--- config.mk ---
export PLATFORM = sky130hd
export DESIGN_NAME = pc_redirect_ctrl_flat
export DESIGN_NICKNAME = d
export VERILOG_FILES = /design/src/rtl/pc_redirect_if.sv /design/src/rtl/pc_redirect_ctrl.sv /design/src/flat_wrapper.sv
export SDC_FILE = /design/constraint.sdc
export NUM_CORES = 1
export LEC_CHECK = 0
export CAP_MARGIN = 40
export CORE_ASPECT_RATIO = 0.7
export CORE_MARGIN = 2
export CORE_UTILIZATION = 39
export CTS_CLUSTER_SIZE = 14
export DETAILED_ROUTE_END_ITERATION = 6
export GPL_ROUTABILITY_DRIVEN = 0
export GPL_TIMING_DRIVEN = 0
export PLACE_DENSITY = 0.74
export SYNTH_ARGS = -nofsm -noshare
export SYNTH_HDL_FRONTEND = slang
export SYNTH_SLANG_ARGS = --single-unit
export TNS_END_PERCENT = 10
--- constraint.sdc ---
create_clock -name clk -period 5 [get_ports clk]
set_clock_uncertainty 0.05 [all_clocks]
set_input_delay 1.5 -clock clk [delete_from_list [all_inputs] [get_ports clk]]
set_output_delay 1.5 -clock clk [all_outputs]
set_load 0.02 [all_outputs]
--- src/rtl/pc_redirect_if.sv ---
// Next-PC control bundle: PC/stall/redirect inputs toward the sequencer,
// new PC, hold and flush controls back toward the pipeline.
interface pc_redirect_if;
    logic [31:0] pc_cur;
    logic        icache_stall;
    logic        dcache_stall;
    logic        hazard_stall;
    logic        jmp_valid;
    logic [31:0] jmp_target;
    logic        br_valid;
    logic [31:0] br_target;
    logic        trap_valid;
    logic [31:0] trap_vec;
    logic [31:0] new_pc;
    logic        pc_hold;
    logic        flush_if;
    logic        flush_id;
    logic        redir_pending;

    modport master (
        output pc_cur, icache_stall, dcache_stall, hazard_stall,
        output jmp_valid, jmp_target, br_valid, br_target, trap_valid, trap_vec,
        input  new_pc, pc_hold, flush_if, flush_id, redir_pending
    );

    modport slave (
        input  pc_cur, icache_stall, dcache_stall, hazard_stall,
        input  jmp_valid, jmp_target, br_valid, br_target, trap_valid, trap_vec,
        output new_pc, pc_hold, flush_if, flush_id, redir_pending
    );
endinterface

--- src/rtl/pc_redirect_ctrl.sv ---
// Next-PC sequencer: boot hold, sequential fetch, prioritised redirects, and
// capture/replay of a redirect that lands while a cache miss stalls the front end.
module pc_redirect_ctrl #(
    parameter logic [31:0] RESET_PC    = 32'h0000_0000,
    parameter int          BOOT_CYCLES = 4
) (
    input  logic         clk,
    input  logic         rst,
    pc_redirect_if.slave bus
);
    localparam int CNT_W = $clog2(BOOT_CYCLES + 1);
    localparam logic [CNT_W-1:0] BOOT_LAST = CNT_W'(BOOT_CYCLES - 1);

    typedef enum logic [1:0] {BOOT, RUN, PEND} state_t;

    state_t           state_q, state_d;
    logic [CNT_W-1:0] boot_cnt_q, boot_cnt_d;
    logic [31:0]      pend_pc_q, pend_pc_d;

    logic        stall_any;
    logic        any_redir;
    logic        sel_flush_id;
    logic [31:0] sel_tgt;

    logic [31:0] new_pc;
    logic        pc_hold;
    logic        flush_if;
    logic        flush_id;
    logic        redir_pending;

    always_ff @(posedge clk or posedge rst) begin
        if (rst) begin
            state_q    <= BOOT;
            boot_cnt_q <= '0;
            pend_pc_q  <= RESET_PC;
        end else begin
            state_q    <= state_d;
            boot_cnt_q <= boot_cnt_d;
            pend_pc_q  <= pend_pc_d;
        end
    end

    // Fixed priority: trap > branch mispredict > jump; jumps leave ID/EX intact.
    always_comb begin
        sel_tgt      = bus.jmp_target;
        sel_flush_id = 1'b0;
        if (bus.trap_valid) begin
            sel_tgt      = bus.trap_vec;
            sel_flush_id = 1'b1;
        end else if (bus.br_valid) begin
            sel_tgt      = bus.br_target;
            sel_flush_id = 1'b1;
        end
    end

    assign stall_any = bus.icache_stall | bus.dcache_stall;
    assign any_redir = bus.trap_valid | bus.br_valid | bus.jmp_valid;

    always_comb begin
        state_d       = state_q;
        boot_cnt_d    = boot_cnt_q;
        pend_pc_d     = pend_pc_q;
        new_pc        = RESET_PC;
        pc_hold       = 1'b1;
        flush_if      = 1'b0;
        flush_id      = 1'b0;
        redir_pending = 1'b0;

        case (state_q)
            BOOT: begin
                boot_cnt_d = boot_cnt_q + CNT_W'(1);
                if (boot_cnt_q == BOOT_LAST) begin
                    state_d = RUN;
                end
            end

            RUN: begin
                if (any_redir) begin
                    new_pc   = sel_tgt;
                    pc_hold  = stall_any;
                    flush_if = 1'b1;
                    flush_id = sel_flush_id;
                    if (stall_any) begin
                        pend_pc_d = sel_tgt;
                        state_d   = PEND;
                    end
                end else begin
                    new_pc  = bus.pc_cur + 32'd4;
                    pc_hold = stall_any | bus.hazard_stall;
                end
            end

            PEND: begin
                // Jump/branch here are wrong-path; only a trap can retarget the replay.
                redir_pending = 1'b1;
                pc_hold       = stall_any;
                new_pc        = pend_pc_q;
                if (bus.trap_valid) begin
                    pend_pc_d = bus.trap_vec;
                    flush_if  = 1'b1;
                    flush_id  = 1'b1;
                end
                if (!stall_any) begin
                    if (bus.trap_valid) begin
                        new_pc = bus.trap_vec;
                    end
                    state_d = RUN;
                end
            end

            default: begin
                state_d = BOOT;
            end
        endcase
    end

    assign bus.new_pc        = new_pc;
    assign bus.pc_hold       = pc_hold;
    assign bus.flush_if      = flush_if;
    assign bus.flush_id      = flush_id;
    assign bus.redir_pending = redir_pending;
endmodule

--- src/flat_wrapper.sv ---
// flat-port wrapper written by rule: the top's interface ports become plain ports
module pc_redirect_ctrl_flat 
#(
    parameter logic [31:0] RESET_PC    = 32'h0000_0000,
    parameter int          BOOT_CYCLES = 4
)
  (clk, rst, bus_pc_cur, bus_icache_stall, bus_dcache_stall, bus_hazard_stall, bus_jmp_valid, bus_jmp_target, bus_br_valid, bus_br_target, bus_trap_valid, bus_trap_vec, bus_new_pc, bus_pc_hold, bus_flush_if, bus_flush_id, bus_redir_pending);
  pc_redirect_if bus_i ();
  input  logic clk;
  input  logic rst;
  input wire logic [$bits(bus_i.pc_cur)-1:0] bus_pc_cur;
  input wire logic [$bits(bus_i.icache_stall)-1:0] bus_icache_stall;
  input wire logic [$bits(bus_i.dcache_stall)-1:0] bus_dcache_stall;
  input wire logic [$bits(bus_i.hazard_stall)-1:0] bus_hazard_stall;
  input wire logic [$bits(bus_i.jmp_valid)-1:0] bus_jmp_valid;
  input wire logic [$bits(bus_i.jmp_target)-1:0] bus_jmp_target;
  input wire logic [$bits(bus_i.br_valid)-1:0] bus_br_valid;
  input wire logic [$bits(bus_i.br_target)-1:0] bus_br_target;
  input wire logic [$bits(bus_i.trap_valid)-1:0] bus_trap_valid;
  input wire logic [$bits(bus_i.trap_vec)-1:0] bus_trap_vec;
  output wire logic [$bits(bus_i.new_pc)-1:0] bus_new_pc;
  output wire logic [$bits(bus_i.pc_hold)-1:0] bus_pc_hold;
  output wire logic [$bits(bus_i.flush_if)-1:0] bus_flush_if;
  output wire logic [$bits(bus_i.flush_id)-1:0] bus_flush_id;
  output wire logic [$bits(bus_i.redir_pending)-1:0] bus_redir_pending;
  assign bus_i.pc_cur = bus_pc_cur;
  assign bus_i.icache_stall = bus_icache_stall;
  assign bus_i.dcache_stall = bus_dcache_stall;
  assign bus_i.hazard_stall = bus_hazard_stall;
  assign bus_i.jmp_valid = bus_jmp_valid;
  assign bus_i.jmp_target = bus_jmp_target;
  assign bus_i.br_valid = bus_br_valid;
  assign bus_i.br_target = bus_br_target;
  assign bus_i.trap_valid = bus_trap_valid;
  assign bus_i.trap_vec = bus_trap_vec;
  assign bus_new_pc = bus_i.new_pc;
  assign bus_pc_hold = bus_i.pc_hold;
  assign bus_flush_if = bus_i.flush_if;
  assign bus_flush_id = bus_i.flush_id;
  assign bus_redir_pending = bus_i.redir_pending;
  pc_redirect_ctrl #(.RESET_PC(RESET_PC), .BOOT_CYCLES(BOOT_CYCLES)) u_core (.clk(clk), .rst(rst), .bus(bus_i));
endmodule
# Word-level counts from Yosys, hierarchy flattened
# Cells that the tools add are included.
dict set report word_totals {
  regBits 37
  latch_bits 0
  ram_bits 0
  rom_bits 0
  inputBits 136
  output_inout_bits 36
  mem_count 0
}
dict set report classes {
  n_addsub 2
  multipliers 0
  n_div 0
  order_cmp 0
  eq_ne 7
  n_shift 0
  n_mux 24
  bitwise_logic 4
  n_reduce_logical 4
}
# cell count
set op_table {}
lappend op_table {{two-way mux 32 bit} 7}
lappend op_table {{one-hot mux 32 bit (2 select lines)} 2}
lappend op_table {{adder 32 x 3 -> 32 bit (second input constant)} 1}
lappend op_table {{two-way mux 2 bit} 4}
lappend op_table {{two-way mux 1 bit} 7}
lappend op_table {{inequality test 2 x 1 -> 1 bit (second input constant)} 3}
lappend op_table {{one-hot mux 1 bit (2 select lines)} 3}
lappend op_table {{one-hot mux 2 bit (3 select lines)} 1}
lappend op_table {{OR 1 bit} 4}
lappend op_table {{AND reduction 4 bit} 1}
lappend op_table {{adder 3 x 1 -> 3 bit (second input constant)} 1}
lappend op_table {{equality test 3 x 2 -> 1 bit (second input constant)} 1}
lappend op_table {{AND reduction 3 bit} 1}
lappend op_table {{equality test 2 x 1 -> 1 bit (second input constant)} 1}
lappend op_table {{equality test 2 bit (second input constant)} 1}
lappend op_table {{zero test 2 bit} 1}
lappend op_table {{inequality test 2 bit (second input constant)} 1}
lappend op_table {{nonzero test 2 bit} 1}

# Longest topological paths before layout
# Gate-level depths: netlist of the first run.
dict set report logic_depth {
  depth_word 5
  mapped_depth 9
}

# Worst setup path after synthesis of the first run
# Ideal clock, no wire load.
dict set report synth_path {
  path_type {input to output}
  from {input bus_pc_cur[2]}
  to {output bus_new_pc[28]}
  arrival_ns 3.132
  required_time_ns 3.450
  slack_ns 0.318
  path_stages 7
  path_buffers 1
  cell_sequence {ha_1 > nand3_1 > or4_1 > buf_2 > nor3_1 > xnor2_1 > o21ai_0}
}
dict set report synth_between {
  elab_chain_len 3
}
# element line_no
set synth_rtl {}
lappend synth_rtl {{from (decl)} flat_wrapper.sv:11} ;# input wire logic [$bits(bus_i.pc_cur)-1:0] bus_pc_cur;
lappend synth_rtl {{adder 32 x 3 -> 32 bit} pc_redirect_ctrl.sv:88} ;# new_pc = bus.pc_cur + 32'd4;
lappend synth_rtl {{two-way mux 32 bit} pc_redirect_ctrl.sv:78} ;# if (any_redir) begin
lappend synth_rtl {{one-hot mux 32 bit (2 select lines)} pc_redirect_ctrl.sv:69} ;# case (state_q)
lappend synth_rtl {{to (decl)} flat_wrapper.sv:21} ;# output wire logic [$bits(bus_i.new_pc)-1:0] bus_new_pc;
# No other way between the ends.

# Worst setup path in the final report of the first run
dict set report layout_path {
  from {input bus_pc_cur[9]}
  to {output bus_new_pc[30]}
}
# The elaborated chain is that of the path after synthesis.

==> impl_metrics.env, run 1 <==
export IMPL_outcome="completed"
export IMPL_setup_tns_ps=0
export IMPL_cellLeakagePower_nw=2.62
export IMPL_postLayoutCoreUtil_pct=60.7
export IMPL_path_class="input port to output pin"
export IMPL_cp_start_kind="input port"
export IMPL_synth_area_leaders="dfrtp_1, mux2i_1, o21ai_0"
export IMPL_total_power_mw=2.51
export IMPL_seq_area_frac_synth_pct=22.5
export IMPL_groute_layer_met3_usage_pct=6.61
export IMPL_gr_total_overflow=0
export IMPL_syn_area_per_cell_um2=7.69
export IMPL_drv_cap=0
export IMPL_syn_area_mm2=0.00411
export IMPL_hold_viol=0
export IMPL_die_area_mm2=0.0114
export IMPL_hold_path_depth=1
export IMPL_grt_start_max_net_pins=38
export IMPL_top_usage_layer="met2"
export IMPL_finalCriticalPeriod_ps=4920
export IMPL_synthMuxAreaShare_pct=16.9
export IMPL_synth_top_family_by_area="compound AO/OA/AOI/OAI gates"
export IMPL_placed_area_mm2=0.00598
export IMPL_ctsRootBufferMaster="clkbuf_16"
export IMPL_finalWirelength_um=17100
export IMPL_clock_sinks=37
export IMPL_core_mm2=0.0103
export IMPL_hold_start="u_core.boot_cnt_q[0]"
export IMPL_start_util_pct=39.9
export IMPL_dr_pass1_iters=5
export IMPL_antenna_found_initial=0
export IMPL_fin_ws_ps=80.5
export IMPL_use_met1_pct=38.8
export IMPL_design_area_mm2=0.00627
export IMPL_final_cells=849
export IMPL_grt_pass1_wl_um=26000
export IMPL_slew_viol_final=0
export IMPL_worstReg2RegStart="u_core.state_q[0]"
export IMPL_synth_fp_nets=678
export IMPL_synth_async_sr_flop_share_pct=100
export IMPL_critPathSlowestCell="or4_4"
export IMPL_io_pins=172
export IMPL_synth_edf_count=0
export IMPL_synth_fa_ha_area_share_pct=2.13
export IMPL_ys_warn_count=0
export IMPL_syn2layout_area_growth_pct=52.4
export IMPL_hold_class="register to register"
export IMPL_fin_crit_sh_pct=98.4
export IMPL_timing_rr_end="u_core.pend_pc_q[4]"
export IMPL_die_h_um=89.9
export IMPL_synthCells=535
export IMPL_grt_pass1_vias=5039
export IMPL_dp_cells=837
export IMPL_clockBufferDepth=2
export IMPL_postRouteAntennaNets=0
export IMPL_holdPathEnd="u_core.boot_cnt_q[0]"
export IMPL_synth_distinct_cells=53
export IMPL_vias=5092
export IMPL_cts_hold_buf=0
export IMPL_vias_per_cell=6.00
export IMPL_r2r_slack_ps=2150
export IMPL_fin_hold_ws_ps=428
export IMPL_vdd_drop_max_uv=235
export IMPL_synth_compound_area_share_pct=26.9
export IMPL_h_tree_depth=2
export IMPL_netlist_area_leader_share_pct=22.5
export IMPL_dpl_hpwl_um=12900
export IMPL_cp_end_kind="output pin"
export IMPL_pre_cts_slack_ps=-959
export IMPL_grt_usage_pct=28.9
export IMPL_synthSimpleGateAreaFrac_pct=19.3
export IMPL_synth_xor_area_share_pct=5.96
export IMPL_tightestPinTransition_ps=829
export IMPL_required_ps=3450
export IMPL_drcViolationCount=0
export IMPL_placement_rows=31
export IMPL_rr_worst_depth=7
export IMPL_wl_per_cell_um=20.1
export IMPL_ys_flop_type="dfrtp_1"
export IMPL_drt_initial_drc_count=586
export IMPL_cts_buffers=5
export IMPL_cts_tree="done"
export IMPL_ys_ff_latch=37
export IMPL_setup_viol_count_final=0
export IMPL_relSlewSlack_pct=44.8
export IMPL_synth_top_area_cell="dfrtp_1"
export IMPL_drive_above_1_share_pct=13.9
export IMPL_max_stage_delay_ps=540
export IMPL_cp_arrival_ps=3370
export IMPL_met2_usage_pct=45.5
export IMPL_clock_latency_ps=290
export IMPL_path_clk_slew_ps=60
export IMPL_nFillCells=939
export IMPL_p_per_area_mw_per_mm2=401
export IMPL_die_x_um=127
export IMPL_port_buffers=170
export IMPL_antenna_cells=0
export IMPL_nNetsFinal=860
export IMPL_cp_max_fo=6
export IMPL_path_cells="clkdlybuf4s15_1 > nand4_4 > or4_4 > buf_6 > nor4_4 > xnor2_2 > o21ai_1 > buf_4"
export IMPL_rsz0062_at_grt="yes"
export IMPL_max_freq_mhz=203
-- worst max path at each step --
stage          slack (ps)            from  depth (start not counted)             end
2_1_floorplan         320   bus_pc_cur[2]                          7  bus_new_pc[28]
3_3_place_gp         -900  bus_trap_valid                          9   bus_new_pc[8]
3_5_place_dp         -960  bus_trap_valid                          9   bus_new_pc[8]
4_1_cts               -60   bus_jmp_valid                          9  bus_new_pc[11]
5_1_grt               -50  bus_trap_valid                          9   bus_new_pc[7]
6_report               80   bus_pc_cur[9]                          8  bus_new_pc[30]
-- worst max-delay path, delay by kind of cell --
family	cells	cell delay, ps
simple gates	3	1000
compound gates	1	80
xor+xnor	1	160
buf+inv	3	630
-- logic make-up (layout without fill, tap and decap cells) --
kind of cell / Yosys count / count (layout)
AOI/OAI and AO/OA: 168 / 168
xor gates and xnor gates: 28 / 28
adders and majority gates: 7 / 7
buffers and inverters: 63 / 245
DFF: 37 / 37
muxes: 69 / 69
and+or+nand+nor: 163 / 163
-- Yosys cell counts, types with 12 or more instances --
library cell	instances
a21oi_1	33
nand2_1	51
dfrtp_1	37
nor3_1	12
nand3_1	14
inv_1	22
a222oi_1	12
mux2i_1	64
a22o_1	12
clkbuf_1	24
nor2_1	53
o22ai_1	24
o21ai_0	49
xnor2_1	22
-- layout make-up --
type / count / area, um2 / share of cell area, %
inverters: 24 / 91.3 / 1.46
clock buffers: 7 / 143 / 2.28
multi-input cells: 435 / 3080 / 49.1
repair buffers: 175 / 1620 / 25.8
plain buffers: 39 / 245 / 3.91
flip-flops and latches: 37 / 926 / 14.8
well taps: 132 / 165 / 2.64
-- layout by cell type (no fill, tap or decap), types with 13 or more instances in the layout --
master and count:
clkdlybuf4s50_1 120, mux2i_1 64, nor2_1 51, nand2_1 49
o21ai_0 47, dfrtp_1 37, a21oi_1 33, o22ai_1 24
inv_1 21, xnor2_1 21, clkbuf_2 17, clkbuf_1 14
dlygate4sd2_1 14, buf_2 13
-- where the power goes --
| group | switching (mW) | internal, mW | total (mW) | leakage (nW) |
|---|---|---|---|---|
| combinational | 0.998 | 0.649 | 1.65 | 2.12 |
| sequential | 0.0913 | 0.451 | 0.543 | 0.430 |
| clock | 0.126 | 0.196 | 0.322 | 0.0700 |
| total | 1.22 | 1.30 | 2.51 | 2.62 |
-- sequential cells by signal, summed over array words and instances (netlist names) --
register / count
u_core.boot_cnt_q: 3
u_core.pend_pc_q: 32
u_core.state_q: 2
-- per-layer routing --
layer / routed length [um] / up-vias
met3: 1720 / 40
met1: 7250 / 2380
li1: - / 2348
met5: 0 / -
met2: 7590 / 324
met4: 490 / 0
-- timing repair --
item	in CTS	in global routing
endpoints found under the hold margin	0	0
pin swaps	4	4
resized for setup	155	54
buffers inserted	4	1
setup endpoints to repair	35	33
(Power assumes the default switching activity.)
==> run 2, diff against run 1 <==
- CORE_UTILIZATION: 39 -> 44
- PLACE_DENSITY: 0.74 -> 0.82
==> run 2 against run 1 <==
  * Global-route usage increased by 3.7 points
  * Sequential cell count stayed put
  * Count of clock-buffer cells in the layout unchanged
  * Non-clock buffer count decreased by 1
  * Clock power down 1%
  * Combinational power about the same
  * Critical path depth stayed put
  * Largest cell class unchanged
  * Largest power group unchanged
  * Highest routed layer unchanged
==> impl_metrics.env, run 2 (same netlist as run 1, synthesis figures left out) <==
export IMPL_total_power_mw=2.53
export IMPL_grt_usage_pct=32.7
export IMPL_port_buffers=170
export IMPL_fin_crit_sh_pct=99.3
export IMPL_finalWirelength_um=17000
export IMPL_dr_pass1_iters=6
export IMPL_internal_power_mw=1.30
export IMPL_largest_register="u_core.pend_pc_q"
export IMPL_hold_class="register to register"
export IMPL_postRouteAntennaNets=0
export IMPL_gr_total_overflow=0
export IMPL_die_x_um=120
export IMPL_drt_initial_drc_count=866
export IMPL_setup_viol_count_final=0
export IMPL_nFillCells=747
export IMPL_antenna_found_initial=0
export IMPL_core_mm2=0.00907
export IMPL_path_clk_slew_ps=60
export IMPL_vias=5272
export IMPL_required_ps=3450
export IMPL_r2r_slack_ps=2060
export IMPL_grt_pass1_vias=5137
export IMPL_nNetsFinal=859
export IMPL_p_per_area_mw_per_mm2=406
export IMPL_tightestPinTransition_ps=920
export IMPL_clockPowerShare_pct=12.6
export IMPL_multi_input_comb_area_mm2=0.00305
export IMPL_pwr_share_comb_pct=65.7
export IMPL_syn2layout_area_growth_pct=51.5
export IMPL_cp_arrival_ps=3410
export IMPL_seqPwrFrac_pct=21.7
export IMPL_clock_latency_ps=280
export IMPL_drv_cap=0
export IMPL_cp_max_fo=10
export IMPL_grt_pass1_wl_um=26200
export IMPL_rr_worst_depth=7
export IMPL_cts_tree="done"
export IMPL_max_freq_mhz=201
export IMPL_finalCriticalPeriod_ps=4960
export IMPL_drcViolationCount=0
export IMPL_rsz0062_at_grt="yes"
export IMPL_wl_per_cell_um=20.3
export IMPL_fin_ws_ps=36.6
export IMPL_met2_usage_pct=53.7
export IMPL_clockBufferDepth=2
export IMPL_cp_start_kind="input port"
export IMPL_hold_path_depth=1
export IMPL_cellLeakagePower_nw=2.61
export IMPL_vdd_drop_max_uv=226
export IMPL_regArea_um2=926
export IMPL_placement_rows=29
export IMPL_path_class="input port to output pin"
export IMPL_use_met1_pct=42.8
export IMPL_outcome="completed"
export IMPL_largest_reg_flops=32
export IMPL_p_sw_mw=1.23
export IMPL_startpoint="bus_trap_valid"
export IMPL_relSlewSlack_pct=38.6
export IMPL_clock_sinks=37
export IMPL_io_pins=172
export IMPL_hold_viol=0
export IMPL_slew_viol_final=0
export IMPL_antenna_cells=0
export IMPL_hold_start="u_core.boot_cnt_q[0]"
export IMPL_holdPathEnd="u_core.boot_cnt_q[0]"
export IMPL_pre_cts_slack_ps=-909
export IMPL_reg_top3="u_core.pend_pc_q x32, u_core.boot_cnt_q x3, u_core.state_q x2"
export IMPL_worstReg2RegStart="u_core.state_q[0]"
export IMPL_cts_buffers=5
export IMPL_layout_commonest_cell="clkdlybuf4s50_1"
export IMPL_start_util_pct=45.3
export IMPL_die_h_um=84.9
export IMPL_drive_above_1_share_pct=12.3
export IMPL_groute_layer_met3_usage_pct=8.13
export IMPL_cp_end_kind="output pin"
export IMPL_top_usage_layer="met2"
export IMPL_grt_start_max_net_pins=38
export IMPL_setup_tns_ps=0
export IMPL_mostFrequentLayoutCells="clkdlybuf4s50_1, mux2i_1, nor2_1"
export IMPL_design_area_mm2=0.00623
export IMPL_p_sw_share_pct=48.5
export IMPL_die_area_mm2=0.0101
export IMPL_ctsRootBufferMaster="clkbuf_16"
export IMPL_placed_area_mm2=0.00597
export IMPL_dpl_hpwl_um=12800
export IMPL_cts_hold_buf=0
export IMPL_timing_rr_end="u_core.pend_pc_q[6]"
export IMPL_vias_per_cell=6.28
export IMPL_h_tree_depth=2
-- run 2: changes by cell type in the layout (fill, tap and decap cells not counted), moves of 2 or more --
| cell | delta |
|---|---|
| nor3_1 | +4 |
| dlygate4sd2_1 | +6 |
| clkbuf_4 | -2 |
| clkbuf_2 | -7 |
| nor3_2 | -3 |
| buf_4 | +4 |
| clkdlybuf4s15_2 | -2 |
-- run 2: worst max path at each step --
stage                                end  slack (ps)  cells past startpoint
after global routing      bus_new_pc[18]         -70                      9
after detailed placement  bus_new_pc[30]        -910                      9
after global placement     bus_new_pc[7]        -860                      9
final                     bus_new_pc[10]          40                      8
after floorplan           bus_new_pc[28]         320                      7
after CTS                 bus_new_pc[30]        -120                      8
-- run 2: routing by layer --
metal | wire length [um] | part of all wire, % | up-vias
li1 | - | - | 2342
met1 | 6710 | 39 | 2438
met5 | 0 | 0 | -
met2 | 7650 | 45 | 435
met3 | 2210 | 13 | 57
met4 | 444 | 2.6 | 0
-- run 2: what timing repair did --
item                                    CTS  global route
endpoints found under the setup margin   35            28
resized for setup                       155            33
pin swaps                                 4             4
buffers inserted                          4             0
-- run 2: power by group through the flow --
stage | combinational (mW) | clock (mW) | sequential, mW
floorplan | 1.02 | 0 | 0.519
global placement | 1.63 | 0 | 0.532
detailed placement | 1.68 | 0 | 0.545
CTS | 1.62 | 0.314 | 0.541
global route | 1.77 | 0.330 | 0.559
finish | 1.66 | 0.318 | 0.548
-- run 2: critical path: stages --
cell           delay, ps
dlygate4sd2_1        270
or3_1                410
buf_4                200
and2_1               180
buf_4                180
a222oi_1             390
nor2b_1              110
buf_2                180
-- run 2: cell type report --
cell class              count  area share [%]
clock buffers               7            2.29
plain buffers              39            3.61
well taps                 124            2.49
inverters                  24            1.45
repair buffers            174            26.4
flip-flops and latches     37            14.9
multi-input cells         435            48.9
-- run 2: stage by stage --
stage	utilization [%]	instances	hold slack, ps
after floorplan	-	535	395
after global placement	65.8	829	409
after detailed placement	65.8	829	417
after CTS	68.5	840	426
after global routing	68.7	840	437
final	68.7	840	418
